===== config.mk =====
export PLATFORM = sky130hd
export DESIGN_NAME = despachador_tiros_flat
export DESIGN_NICKNAME = d
export VERILOG_FILES = /design/src/rtl/despachador_pkg.sv /design/src/rtl/despachador_tiros_if.sv /design/src/rtl/despachador_tiros_temporizador.sv /design/src/rtl/despachador_tiros.sv /design/src/flat_wrapper.sv
export SDC_FILE = /design/constraint.sdc
export NUM_CORES = 1
export LEC_CHECK = 0
export ABC_AREA = 1
export CAP_MARGIN = 25
export CORE_AREA = 2 2 46 48
export DETAILED_ROUTE_END_ITERATION = 10
export DIE_AREA = 0 0 48 50
export DONT_BUFFER_PORTS = 1
export PLACE_DENSITY = 0.6
export SLEW_MARGIN = 30
export SYNTH_ARGS = -nofsm -noshare
export SYNTH_HDL_FRONTEND = slang
export SYNTH_SLANG_ARGS = --single-unit

===== constraint.sdc =====
create_clock -name clk_i -period 2.31 [get_ports clk_i]
set_input_delay 0.693 -clock clk_i [delete_from_list [all_inputs] [get_ports clk_i]]
set_output_delay 0.693 -clock clk_i [all_outputs]
set_load 0.03 [all_outputs]

===== src/rtl/despachador_pkg.sv =====
// Shared types for the throw dispatcher: FSM state encoding and the width of the throw tally.
`timescale 1ns/1ps
package despachador_pkg;

   typedef enum logic [2:0] {
      REPOSO,
      ESPERA_LISTO,
      PULSO,
      DECREMENTAR,
      PAUSA,
      ERROR
   } estado_t;

   localparam int ANCHO_TIROS = 8;

   function automatic logic es_ocupado(input estado_t e);
      return !((e == REPOSO) || (e == ERROR));
   endfunction

endpackage


===== src/rtl/despachador_tiros_if.sv =====
// Handshake bundle between the throw dispatcher, the pending-throw counter and the actuator.
`timescale 1ns/1ps
interface despachador_tiros_if;

   logic                                  clk_en_i;
   logic                                  hay_pendiente_i;
   logic                                  listo_i;
   logic                                  limpiar_i;
   logic                                  tirar_o;
   logic                                  decrementar_o;
   logic                                  ocupado_o;
   logic                                  error_o;
   logic [despachador_pkg::ANCHO_TIROS-1:0] tiros_o;

   // master is the dispatcher itself; slave is the counter/actuator side
   modport master (
      input  clk_en_i, hay_pendiente_i, listo_i, limpiar_i,
      output tirar_o, decrementar_o, ocupado_o, error_o, tiros_o
   );

   modport slave (
      output clk_en_i, hay_pendiente_i, listo_i, limpiar_i,
      input  tirar_o, decrementar_o, ocupado_o, error_o, tiros_o
   );

endinterface


===== src/rtl/despachador_tiros_temporizador.sv =====
// Tick-driven down-counter used by the dispatcher for pulse width, pause and ready timeout.
`timescale 1ns/1ps
module temporizador_ticks #(
   parameter int ANCHO = 5
) (
   input  logic             clk_i,
   input  logic             rst_n_i,
   input  logic             load_i,
   input  logic [ANCHO-1:0] valor_i,
   input  logic             tick_i,
   output logic [ANCHO-1:0] cuenta_o,
   output logic             cero_o,
   output logic             ultimo_o
);

   // Load wins over tick; the count sticks at zero instead of wrapping
   always_ff @(posedge clk_i or negedge rst_n_i) begin
      if (!rst_n_i) begin
         cuenta_o <= '0;
      end else if (load_i) begin
         cuenta_o <= valor_i;
      end else if (tick_i && (cuenta_o != '0)) begin
         cuenta_o <= cuenta_o - ANCHO'(1);
      end
   end

   assign cero_o   = (cuenta_o == '0);
   assign ultimo_o = tick_i && (cuenta_o == ANCHO'(1));

endmodule


===== src/rtl/despachador_tiros.sv =====
// Throw dispatcher: drains the pending-throw counter one timed actuator pulse at a time.
// Define DESPACHADOR_CONTEO_EN to implement the tiros_o completed-throw tally.
`timescale 1ns/1ps
module despachador_tiros #(
   parameter int ANCHO_PULSO = 4,
   parameter int PAUSA       = 2,
   parameter int TIMEOUT     = 16,
   parameter int ANCHO_TMR   = 5
) (
   input  logic               clk_i,
   input  logic               rst_n_i,
   despachador_tiros_if.master bus
);

   import despachador_pkg::*;

   estado_t              estado;
   estado_t              siguiente;
   logic                 tmr_carga;
   logic [ANCHO_TMR-1:0] tmr_valor;
   logic                 tmr_tick;
   logic [ANCHO_TMR-1:0] tmr_cuenta;
   logic                 tmr_cero;
   logic                 tmr_ultimo;
   logic                 expira;
   logic                 tirar;
   logic                 decrementar;
   logic                 ocupado;
   logic                 error_r;

   assign tmr_tick = bus.clk_en_i &&
                     ((estado == ESPERA_LISTO) || (estado == PULSO) ||
                      (estado == despachador_pkg::PAUSA));

   // A timer sitting at zero in a timed state must still let the sequence advance
   assign expira = tmr_ultimo || (tmr_tick && tmr_cero);

   temporizador_ticks #(
      .ANCHO (ANCHO_TMR)
   ) u_temporizador (
      .clk_i    (clk_i),
      .rst_n_i  (rst_n_i),
      .load_i   (tmr_carga),
      .valor_i  (tmr_valor),
      .tick_i   (tmr_tick),
      .cuenta_o (tmr_cuenta),
      .cero_o   (tmr_cero),
      .ultimo_o (tmr_ultimo)
   );

   always_comb begin
      siguiente = estado;
      tmr_carga = 1'b0;
      tmr_valor = '0;
      case (estado)
         REPOSO: begin
            if (bus.hay_pendiente_i) begin
               siguiente = ESPERA_LISTO;
               tmr_carga = 1'b1;
               tmr_valor = ANCHO_TMR'(TIMEOUT);
            end
         end
         ESPERA_LISTO: begin
            if (bus.listo_i) begin
               siguiente = PULSO;
               tmr_carga = 1'b1;
               tmr_valor = ANCHO_TMR'(ANCHO_PULSO);
            end else if (expira) begin
               siguiente = ERROR;
            end
         end
         PULSO: begin
            if (expira) begin
               siguiente = DECREMENTAR;
            end
         end
         DECREMENTAR: begin
            // Leave only on the edge the counter samples the request: one decrement per throw
            if (bus.clk_en_i) begin
               siguiente = despachador_pkg::PAUSA;
               tmr_carga = 1'b1;
               tmr_valor = ANCHO_TMR'(PAUSA);
            end
         end
         despachador_pkg::PAUSA: begin
            if (expira) begin
               siguiente = REPOSO;
            end
         end
         ERROR: begin
            if (bus.limpiar_i) begin
               siguiente = REPOSO;
            end
         end
         default: begin
            siguiente = REPOSO;
         end
      endcase
   end

   always_ff @(posedge clk_i or negedge rst_n_i) begin
      if (!rst_n_i) begin
         estado      <= REPOSO;
         tirar       <= 1'b0;
         decrementar <= 1'b0;
         ocupado     <= 1'b0;
         error_r     <= 1'b0;
      end else begin
         estado      <= siguiente;
         tirar       <= (siguiente == PULSO);
         decrementar <= (siguiente == DECREMENTAR);
         ocupado     <= es_ocupado(siguiente);
         error_r     <= (siguiente == ERROR);
      end
   end

   assign bus.tirar_o       = tirar;
   assign bus.decrementar_o = decrementar;
   assign bus.ocupado_o     = ocupado;
   assign bus.error_o       = error_r;

`ifdef DESPACHADOR_CONTEO_EN
   logic [ANCHO_TIROS-1:0] tiros;

   always_ff @(posedge clk_i or negedge rst_n_i) begin
      if (!rst_n_i) begin
         tiros <= '0;
      end else if ((estado == DECREMENTAR) && bus.clk_en_i) begin
         tiros <= tiros + ANCHO_TIROS'(1);
      end
   end

   assign bus.tiros_o = tiros;
`else
   assign bus.tiros_o = '0;
`endif

endmodule


===== src/flat_wrapper.sv =====
// flat-port wrapper written by rule: the top's interface ports become plain ports
module despachador_tiros_flat import despachador_pkg::*;
#(
   parameter int ANCHO_PULSO = 4,
   parameter int PAUSA       = 2,
   parameter int TIMEOUT     = 16,
   parameter int ANCHO_TMR   = 5
)
  (clk_i, rst_n_i, bus_clk_en_i, bus_hay_pendiente_i, bus_listo_i, bus_limpiar_i, bus_tirar_o, bus_decrementar_o, bus_ocupado_o, bus_error_o, bus_tiros_o);
  despachador_tiros_if bus_i ();
  input  logic clk_i;
  input  logic rst_n_i;
  input wire logic [$bits(bus_i.clk_en_i)-1:0] bus_clk_en_i;
  input wire logic [$bits(bus_i.hay_pendiente_i)-1:0] bus_hay_pendiente_i;
  input wire logic [$bits(bus_i.listo_i)-1:0] bus_listo_i;
  input wire logic [$bits(bus_i.limpiar_i)-1:0] bus_limpiar_i;
  output wire logic [$bits(bus_i.tirar_o)-1:0] bus_tirar_o;
  output wire logic [$bits(bus_i.decrementar_o)-1:0] bus_decrementar_o;
  output wire logic [$bits(bus_i.ocupado_o)-1:0] bus_ocupado_o;
  output wire logic [$bits(bus_i.error_o)-1:0] bus_error_o;
  output wire logic [$bits(bus_i.tiros_o)-1:0] bus_tiros_o;
  assign bus_i.clk_en_i = bus_clk_en_i;
  assign bus_i.hay_pendiente_i = bus_hay_pendiente_i;
  assign bus_i.listo_i = bus_listo_i;
  assign bus_i.limpiar_i = bus_limpiar_i;
  assign bus_tirar_o = bus_i.tirar_o;
  assign bus_decrementar_o = bus_i.decrementar_o;
  assign bus_ocupado_o = bus_i.ocupado_o;
  assign bus_error_o = bus_i.error_o;
  assign bus_tiros_o = bus_i.tiros_o;
  despachador_tiros #(.ANCHO_PULSO(ANCHO_PULSO), .PAUSA(PAUSA), .TIMEOUT(TIMEOUT), .ANCHO_TMR(ANCHO_TMR)) u_core (.clk_i(clk_i), .rst_n_i(rst_n_i), .bus(bus_i));
endmodule

==> flow_summary_export.csv <==
group,metric,value,unit
clocking,numCtsBuffers,3,
global_routing,grt_max_degree,13,
worst_setup_path,cp_top_family,"simple AND/OR/NAND/NOR gates",
placed_design,gp_congestion,0.826,
clocking,cts_post_setup_buffers_inserted,0,
routing,firstDrtPassIters,4,
global_routing,grt_use_total,0.133,
timing,fin_crit,1.49,ns
global_routing,globalRoute.totalOverflow,0,
timing,setup_violations,0,
routing,vias,590,
global_routing,grt_first_pass_wirelength,2290,um
pwr,powerDensity,1420,nW/um^2
timing,fin_ws,0.816,ns
clocking,clkTransAtPathRegs,0.07,ns
worst_setup_path,worst_path_most_repeated_cell,"nand2_1",
floorplanning,start_util,0.428,
yosys,synth_area,815,sq um
timing,skew,0.00185,ns
floorplanning,io_pins,18,
worst_setup_path,cp_data_arrival_time,1.66,ns
worst_setup_path,slowest_stage,"dfrtp_1",
yosys,synth_seq_cells,12,
yosys,yosysWarnings,0,
global_routing,grt_pass1_vias,586,
worst_setup_path,start_kind,"flip-flop",
timing,slew_viol_final,0,
worst_setup_path,cp_cell_sequence,"inv_1 -> ha_1 -> nor2_1 -> nor2_2 -> nand3_2 -> nand2_1 -> nand2_2 -> nand2_4 -> nand2_2 -> nand2_1 -> nand2_1",
yosys,synth_cells,101,
worst_setup_path,r2r_end,"u_core.bus.ocupado_o",
hold_path,hp-class,"in -> async",
worst_setup_path,crit_path_end_kind,"flip-flop",
yosys,avgSynthCellArea,8.06,sq um
layout,num-nets-final,114,
clocking,cts_resized,0,
clocking,clk_latency,0.27,ns
timing,rsz0062_at_grt,"no",
worst_setup_path,cpPeakStageDelay,0.40,ns
layout,drive_above_1_share,0.240,
clocking,tritoncts,"yes",
layout,area_delta_synth_final,4.45,%
run_status,status,"finished clean",
clocking,clock_path_buffers,2,
floorplanning,std_cell_rows,16,
yosys,synth_top_cell_area_share,0.369,
placed_design,io_buffers,0,
timing,totalNegativeSetupSlack,0,ns
routing,wirelength,1370,um
clocking,cts_hold_buffers,0,
worst_setup_path,timing.critical_path.from,"u_core.u_temporizador.cuenta_o[0]",
pwr,total_power,1.21,mW
yosys,synth_cell_types,22,
routing,drt_iter0_drc,5,
worst_setup_path,crit_end,"u_core.bus.ocupado_o",
worst_setup_path,path_max_fanout,4,
yosys,synth_area_leader_cell,"dfrtp_1",
placed_design,dp_hpwl,1140,um
clocking,cts_root_buf,"clkbuf_4",
clocking,h-tree-depth,1,
floorplanning,coreArea,1900,sq um
worst_setup_path,worst-path-buf-inv,1,
floorplanning,die_x,48,um
global_routing,antenna_found_initial,0,
routing,ant_nets,0,
worst_setup_path,reg2reg_slack,0.82,ns
clocking,numClockSinks,12,
timing,clock.fmax,0.669,GHz
pwr,irDropWorstVdd,0.658,mV
timing,finalHoldViolCount,0,
worst_setup_path,rr_worst_depth,11,
placed_design,dpl_cell_area,815,sq um
routing,wl_per_cell,10.4,um
layout,stdcell_count,131,
worst_setup_path,cp_num_cells,11,
layout,n_antenna_cell,0,
routing,drc_errors,0,
yosys,yosysSeqAreaShare,0.369,
layout,final_area,851,sq um
floorplanning,die_area,2400,sq um
run,cap_viol_max_count,0,
floorplanning,die_y,50,um
worst_setup_path,crit_type,"reg -> reg",
timing,period_share,0.647,
worst_setup_path,worstPathRequired,2.47,ns
placed_design,pre_cts_ws,0.816,ns
routing,avgViaCountPerCell,4.50,
pwr,p_leak,0.467,nW
yosys,synth_area_leaders,"dfrtp_1 (37%), buf_4 (7.4%), nand2_1 (7.4%)",
worst_setup_path,r2r_start,"u_core.u_temporizador.cuenta_o[0]",
placed_design,placed_cells,127,
==> stage by stage <==
step,hold WS [ns],util
3_3_place_gp,0.398,0.428
2_1_floorplan,0.397,-
4_1_cts,0.102,0.447
3_5_place_dp,0.398,0.428
5_1_grt,0.0877,0.447
6_report,0.111,0.447
==> metal layers <==
metal	vias to the layer above	GRT usage	part of all wire
li1	312	-	-
met1	265	0.148	0.44
met2	11	0.222	0.52
met3	2	0.0549	0.031
met4	0	0.0405	0.0088
met5	-	0	0
==> worst min path at each step <==
stage / to / depth (start not counted) / slack [ns]
after floorplan: u_core.bus.decrementar_o / 0 / 0.40
after global placement: u_core.bus.decrementar_o / 0 / 0.40
after detailed placement: u_core.estado[1] / 0 / 0.40
after CTS: u_core.estado[1] / 0 / 0.10
after global routing: u_core.estado[0] / 0 / 0.09
final: u_core.u_temporizador.cuenta_o[2] / 0 / 0.11
==> report_power, final <==
part / switching (mW) / internal [mW]
sequential: 0.119 / 0.299
combinational: 0.399 / 0.229
clock: 0.0675 / 0.0957
total: 0.585 / 0.624
==> flip-flops by register name, indices dropped and copies added (netlist names) <==
signal / flops
u_core.bus.tirar_o: 1
u_core.estado: 3
u_core.bus.error_o: 1
u_core.bus.ocupado_o: 1
u_core.bus.decrementar_o: 1
u_core.u_temporizador.cuenta_o: 5
==> worst register-to-register path: cells and delay by family (launching register included) <==
| kind | cells | cell delay (ns) |
|---|---|---|
| buf+inv | 1 | 0.12 |
| fa+ha+maj | 1 | 0.19 |
| flops | 1 | 0.40 |
| simple gates | 9 | 0.68 |
==> cells in the final DEF, fill, tap and decap left out, types with 2 or more instances in the layout <==
cell      count
nand2_1      16
inv_1        12
dfrtp_1      12
conb_1        8
o21ai_0       7
nor2_1        6
nand3_1       6
inv_2         5
nand3_2       5
nor2_2        3
nand2_2       3
nand4_1       3
xor2_1        3
ha_1          3
clkbuf_4      3
nand2_4       2
==> synth_stat cells, drive strengths merged <==
cell type,n
nand2,21
inv,17
dfrtp,12
nand3,11
nor2,9
buf,8
o21ai,8
ha,3
nand4,3
xor2,3
nor3,2
a21oi,1
a31oi,1
and3,1
conb,1
==> cell families after synthesis <==
kind of cell / Yosys count / share of synthesized area
AND/OR/NAND/NOR: 47 / 0.329
buffers and inverters: 25 / 0.152
flip-flops: 12 / 0.369
AO/OA/AOI/OAI: 10 / 0.0676
XOR/XNOR: 3 / 0.0323
adder cells (fa/ha/maj): 3 / 0.0461
other: 1 / 0.00460
==> final cells by class <==
type	instances	area, sq um
fillers	197	1050
flip-flops and latches	12	300
inverters	17	63.8
clock buffers	4	36.3
well taps	27	33.8
multi-input cells	71	417
Note: power is estimated with default switching activity, not from simulation.
